==> src/rtl/reg_memory_bank_pkg.sv <==
// Shared constants and helpers for the register memory bank and its button debouncer.
package reg_memory_bank_pkg;

  localparam int unsigned DEF_WIDTH    = 8;
  localparam int unsigned DEF_DEPTH    = 4;
  localparam int unsigned DEF_DEBOUNCE = 4;
  localparam int unsigned DEF_CNT_W    = 8;

  // Ceiling log2 usable in parameter expressions; returns 0 for n <= 1.
  function automatic int unsigned mem_clog2(input int unsigned n);
    int unsigned r;
    r = 0;
    for (int unsigned i = 0; i < 32; i++) begin
      if ((64'(1) << i) < 64'(n)) r = i + 1;
    end
    return r;
  endfunction

endpackage

==> src/rtl/reg_memory_bank_btn_debounce.sv <==
// Button front end: 2-flop synchronizer, stability counter and registered rising-edge strobe.
module btn_debounce
  import reg_memory_bank_pkg::*;
#(
  parameter int unsigned DEBOUNCE = DEF_DEBOUNCE
) (
  input  logic clk,
  input  logic reset,
  input  logic btn_in,
  output logic stable,
  output logic rise_pulse
);

  localparam int unsigned CW   = (DEBOUNCE > 1) ? mem_clog2(DEBOUNCE) : 1;
  localparam int unsigned LAST = (DEBOUNCE > 0) ? DEBOUNCE - 1 : 0;

  logic          s1_q, s2_q;
  logic          stable_q, stable_d;
  logic          stable_prev_q;
  logic          rise_q, rise_d;
  logic [CW-1:0] cnt_q, cnt_d;

  // Accept a level change only after it has persisted DEBOUNCE cycles.
  always_comb begin
    stable_d = stable_q;
    cnt_d    = '0;
    rise_d   = stable_q & ~stable_prev_q;
    if (DEBOUNCE == 0) begin
      stable_d = s2_q;
    end else if (s2_q != stable_q) begin
      if (cnt_q == CW'(LAST)) begin
        stable_d = s2_q;
      end else begin
        cnt_d = cnt_q + CW'(1);
      end
    end
  end

  always_ff @(posedge clk) begin
    if (reset) begin
      s1_q          <= 1'b0;
      s2_q          <= 1'b0;
      stable_q      <= 1'b0;
      stable_prev_q <= 1'b0;
      rise_q        <= 1'b0;
      cnt_q         <= '0;
    end else begin
      s1_q          <= btn_in;
      s2_q          <= s1_q;
      stable_q      <= stable_d;
      stable_prev_q <= stable_q;
      rise_q        <= rise_d;
      cnt_q         <= cnt_d;
    end
  end

  assign stable     = stable_q;
  assign rise_pulse = rise_q;

endmodule

==> src/rtl/reg_memory_bank.sv <==
// Flip-flop word store written on debounced button presses, with registered read-out,
// per-word valid flags, clear-all and a saturating accepted-write counter.
module reg_memory_bank
  import reg_memory_bank_pkg::*;
#(
  parameter  int unsigned WIDTH    = DEF_WIDTH,
  parameter  int unsigned DEPTH    = DEF_DEPTH,
  parameter  int unsigned DEBOUNCE = DEF_DEBOUNCE,
  parameter  int unsigned CNT_W    = DEF_CNT_W,
  localparam int unsigned ADDR_W   = mem_clog2(DEPTH)
) (
  input  logic              clk,
  input  logic              reset,
  input  logic [WIDTH-1:0]  din,
  input  logic [ADDR_W-1:0] addr,
  input  logic              wr_btn,
  input  logic              clr,
  output logic [WIDTH-1:0]  dout,
  output logic              dout_valid,
  output logic              wr_pulse,
  output logic [CNT_W-1:0]  wr_count
);

  logic [WIDTH-1:0] mem_q [DEPTH];
  logic [WIDTH-1:0] mem_d [DEPTH];
  logic [DEPTH-1:0] valid_q, valid_d;
  logic [WIDTH-1:0] dout_q, dout_d;
  logic             dout_valid_q, dout_valid_d;
  logic [CNT_W-1:0] cnt_q, cnt_d;
  logic             pulse;
  logic             stable_unused;
  logic             addr_ok;
  logic             wr_en;
  logic [WIDTH-1:0] rd_word;
  logic             rd_valid;

  btn_debounce #(
    .DEBOUNCE (DEBOUNCE)
  ) u_btn (
    .clk        (clk),
    .reset      (reset),
    .btn_in     (wr_btn),
    .stable     (stable_unused),
    .rise_pulse (pulse)
  );

  // Write, clear and read-through decisions; clear overrides any same-cycle write.
  always_comb begin
    mem_d        = mem_q;
    valid_d      = valid_q;
    cnt_d        = cnt_q;
    rd_word      = '0;
    rd_valid     = 1'b0;
    addr_ok      = 32'(addr) < DEPTH;
    wr_en        = pulse && !clr && addr_ok;
    for (int unsigned i = 0; i < DEPTH; i++) begin
      if (32'(addr) == i) begin
        rd_word  = mem_q[i];
        rd_valid = valid_q[i];
        if (wr_en) begin
          mem_d[i]   = din;
          valid_d[i] = 1'b1;
        end
      end
    end
    if (wr_en && (cnt_q != '1)) cnt_d = cnt_q + CNT_W'(1);
    dout_d       = rd_word;
    dout_valid_d = rd_valid;
    if (wr_en) begin
      dout_d       = din;
      dout_valid_d = 1'b1;
    end
    if (clr) begin
      for (int unsigned i = 0; i < DEPTH; i++) mem_d[i] = '0;
      valid_d      = '0;
      dout_d       = '0;
      dout_valid_d = 1'b0;
    end
  end

  always_ff @(posedge clk) begin
    if (reset) begin
      for (int unsigned i = 0; i < DEPTH; i++) mem_q[i] <= '0;
      valid_q      <= '0;
      dout_q       <= '0;
      dout_valid_q <= 1'b0;
      cnt_q        <= '0;
    end else begin
      mem_q        <= mem_d;
      valid_q      <= valid_d;
      dout_q       <= dout_d;
      dout_valid_q <= dout_valid_d;
      cnt_q        <= cnt_d;
    end
  end

  assign dout       = dout_q;
  assign dout_valid = dout_valid_q;
  assign wr_pulse   = pulse;
  assign wr_count   = cnt_q;

endmodule

==> config.mk <==
export PLATFORM = sky130hd
export DESIGN_NAME = reg_memory_bank
export DESIGN_NICKNAME = d
export VERILOG_FILES = /design/src/rtl/reg_memory_bank_pkg.sv /design/src/rtl/reg_memory_bank_btn_debounce.sv /design/src/rtl/reg_memory_bank.sv
export SDC_FILE = /design/constraint.sdc
export NUM_CORES = 1
export LEC_CHECK = 0
export ABC_AREA = 1
export BUFFER_PORTS_ARGS = -buffer_cell sky130_fd_sc_hd__buf_2
export CAP_MARGIN = 25
export CORE_MARGIN = 10
export CORE_UTILIZATION = 45
export CTS_BUF_LIST = sky130_fd_sc_hd__clkbuf_8
export DETAILED_ROUTE_END_ITERATION = 8
export GPL_ROUTABILITY_DRIVEN = 0
export HOLD_SLACK_MARGIN = 0.08
export SLEW_MARGIN = 20
export SYNTH_ARGS = -nofsm -noshare
export SYNTH_HDL_FRONTEND = slang
export SYNTH_SLANG_ARGS = --single-unit
==> constraint.sdc <==
create_clock -name clk -period 1.9 [get_ports clk]
set_input_delay 0.38 -clock clk [delete_from_list [all_inputs] [get_ports clk]]
set_output_delay 0.38 -clock clk [all_outputs]
set_load 0.01 [all_outputs]
==> results <==
- The critical path startpoint is wr_count[0].
- The HPWL after detailed placement is 4.05 mm.
- Setup repair after global routing left no endpoint under its margin.
- Synthesis produced a netlist whose cell count is 318.
- In this run the worst path has a maximum fanout of 11.
- In the routed layout, each cell is associated on average with a via count of 5.08.
- The average wire per cell in the routed design is 13.3 um.
- The top cell type by area accounts for 50.2% of the synthesized area.
- The worst path needs 1.62 ns of the cycle, external delays included.
- The ratio of cells with drive above 1 in the final layout is 17.3%.
- The antenna diode instance count is 0.
- In the synthesized netlist, the cells that appear most often are sky130_fd_sc_hd__o21ai_0 (61), sky130_fd_sc_hd__dfxtp_1 (60), sky130_fd_sc_hd__nand2_1 (44).
- The most numerous cell in the Yosys netlist is sky130_fd_sc_hd__o21ai_0.
- Once the floorplan was initialized, standard cells occupied 46.6% of the core.
- The number of search-and-repair iterations in the first detailed-routing pass is 4.
- The cell row count is 26.
- In the routed design, unresolved DRC markers number 0.
- The CTS tree is done.
- The number of global-route vias before repair is 1948.
- The hold path startpoint is wr_btn.
- The type of the tightest min-delay check is in2reg.
- The analysis attributes to cell leakage a power of 0.00129 uW.
- At the end of the flow, the number of nets in the layout was 370.
- The setup check on the worst reg-to-reg path leaves a slack of 0.28 ns.
- The data required time at the worst endpoint is 2.13 ns.
- The clock net in this run drives a total of 60 sinks.
- The proportion of synthesized chip area in sequential cells is 50.2%.
- The startpoint of the worst register-to-register path is wr_count[0].
- The die area is 8640 um^2.
- The clock transition at the registers of the reported paths is 0.07 ns.
- The cell repeated most along the worst path is sky130_fd_sc_hd__nor2_1.
- Entering global routing, the biggest net connects 18 pins.
- The signal on the critical path passes through ha_1, nand2_1, nor2_1, nand2_1, nand2_1, nor2_1, nor2_1, nor2_1.
- The first global-routing pass estimated 9.54 mm of wire.
- Synthesis instantiated 19 different standard cells from the library.
- Total power for the finished layout comes to 2540 uW.
- The stage delay of the slowest cell on the critical path is 0.41 ns.
- The number of storage elements in the synthesis netlist is 60.
- The timing-limited maximum frequency is 618 MHz.
- The clock root buffer is sky130_fd_sc_hd__clkbuf_8.
- After clock tree synthesis, the flow added hold-fix buffers numbering 0.
- The nature of the critical path endpoint is a register.
- Measured against its own limit, the worst slew margin works out to 59.2%.
- No sink is reached through more buffers than the 2 on the longest clock path.
- The count of endpoints failing setup in the final report is 0.
- At the pin with the least slew margin, the transition time is 0.608 ns.
- The final-layout setup total negative slack is 0 ns.
- The number of hold violations in the final report is 0.
- The number of antenna violations at the first check in global routing is 0.
- The cell type with the highest aggregate area in the netlist is sky130_fd_sc_hd__dfxtp_1.
- The number of setup buffers added after CTS is 0.
- Buffers inserted during clock tree synthesis total 9.
- In this run, the number of DRC markers left after iteration 0 of detailed routing was 148.
- Max-cap violations in this run came to 0.
- The kind of start point of the critical path is a register.
- For this run, the total global-route usage over all layers was measured as 13.7%.
- The area taken by multi-input logic gates is 998 um^2.
- The detailed-route wire length is 5.70 mm.
- The worst-case IR drop observed on VDD is 0.000458 V.
- The layout has 511 filler cells.
- The clock tree synthesis step divided the H-tree into 3 levels.
- The primary flip-flop cell chosen by synthesis mapping is sky130_fd_sc_hd__dfxtp_1.
- The synthesized netlist occupies a cell area of 2390 um^2.
- Detailed routing inserted a total of 2180 vias.
- The flow ran to the end, and the final reports show no timing, DRC or antenna violations.
- The floorplan step set the die height to 92.9 um.
- On the critical path, the stage with the largest delay is an instance of sky130_fd_sc_hd__dfxtp_1.
- The flip-flop and latch area is 1200 um^2.
- The floorplan step defined a core boundary enclosing 5140 um^2.
- By startpoint and endpoint, the worst setup path is classified as reg2reg.
- The worst hold margin is 0.247 ns.
- The number of buffers inserted by port buffering is 31.
- Clock latency on the worst-skew pair, taken at its later pin, is 0.34 ns.
- The worst clock skew is 0.00775 ns.
- The number of enable-type register cells in the synthesized netlist is 0.
- The average instance area after synthesis is 7.53 um^2.
- Sorting the synthesized cells by area gives the leading types as sky130_fd_sc_hd__dfxtp_1 (50%), sky130_fd_sc_hd__o21ai_0 (13%), sky130_fd_sc_hd__a21oi_1 (7.7%), sky130_fd_sc_hd__nand2_1 (6.9%), sky130_fd_sc_hd__inv_1 (5.0%).
- The max-slew violation count came to 0.
- The share of flip-flops with an asynchronous set or reset after synthesis is 0%.
- From left edge to right edge, the die measures 92.9 um.
- In this run the power density over the cells is 896 nW/um^2.
- Once detail routing completed, the nets flagged for antenna violations numbered 0.
- During synthesis, Yosys emitted a total of 0 warnings.
- The number of placed I/O pins is 32.
- When the netlist entered floorplanning its net count stood at 334.
- The post-cts resize count is 0.
- The total overflow left after global routing is 0.
- The share of the clock period used by the worst path is 85.2%.
- The area growth from synthesis to layout is 18.7%.
- The arrival time of the worst setup path is 1.85 ns.
power breakdown:
| part | internal, uW | switching [uW] |
|---|---|---|
| clock network | 667 | 494 |
| registers | 1260 | 1.91 |
| logic | 37.6 | 78.5 |
| total | 1970 | 575 |
layer usage:
metal / track usage, % / wire, um
met2: 18.6 / 2350
met1: 18.7 / 2860
met4: 8.10 / 104
met5: 0 / 0
met3: 4.04 / 377
metrics by stage:
step           setup WS (ns)  std cells  cell area [um^2]  utilization, %
6_report               0.281        429              2840            55.3
5_1_grt               0.0655        429              2840            55.3
4_1_cts                0.302        429              2840            55.3
3_5_place_dp           0.242        413              2640            51.3
3_3_place_gp           0.165        413              2640            51.3
2_1_floorplan          0.481        318              2390               -
placed cells by master (no fill, tap or decap), types with 2 or more instances in the layout:
master                     count
sky130_fd_sc_hd__inv_2         2
sky130_fd_sc_hd__o21ai_1       4
sky130_fd_sc_hd__nor2_2        2
sky130_fd_sc_hd__nand2_1      44
sky130_fd_sc_hd__nor3_2        3
sky130_fd_sc_hd__nor3_1        2
sky130_fd_sc_hd__a21oi_1      37
sky130_fd_sc_hd__buf_2        31
sky130_fd_sc_hd__nor2_1       30
sky130_fd_sc_hd__clkbuf_8     11
sky130_fd_sc_hd__dfxtp_1      60
sky130_fd_sc_hd__ha_1          2
sky130_fd_sc_hd__inv_1        33
sky130_fd_sc_hd__clkinv_2      2
sky130_fd_sc_hd__nand3_1      16
sky130_fd_sc_hd__nand4_1       5
sky130_fd_sc_hd__buf_4         9
sky130_fd_sc_hd__o21ai_0      61
sequential cells by signal (all words and copies together), names as in the netlist:
register	flops
valid_q	4
u_btn.s2_q	1
u_btn.stable	1
u_btn.cnt_q	2
mem_q	32
u_btn.rise_pulse	1
u_btn.s1_q	1
dout_valid	1
wr_count	8
dout	8
u_btn.stable_prev_q	1
kinds of logic (layout without fill, tap and decap cells):
| family | Yosys count | in the layout | share of synthesized area (%) |
|---|---|---|---|
| adders and majority gates | 2 | 2 | 1.05 |
| AOI/OAI and AO/OA | 104 | 104 | 21.9 |
| DFF | 60 | 60 | 50.2 |
| and+or+nand+nor | 103 | 103 | 18.8 |
| buffers and inverters | 49 | 90 | 8.10 |
worst paths after layout:
| kind | to | cells after the start |
|---|---|---|
| setup / recovery | wr_count[7] | 8 |
| hold / removal | u_btn.s1_q | 3 |
| hold reg to reg | u_btn.rise_pulse | 1 |
| setup reg to reg | wr_count[7] | 8 |
layout make-up:
cell class,instances,area share (%)
well taps,70,3.08
clock buffers,11,5.33
inverters,34,4.49
flip-flops and latches,60,42.3
clock inverters,5,1.81
multi-input cells,209,35.2
repair buffers,40,7.84
critical path: cells and delay by family (launching register included):
kind | cells | cell delay (ns)
simple gates | 7 | 0.86
flops | 1 | 0.41
fa+ha+maj | 1 | 0.23
Power figures use the tool's default switching activity.
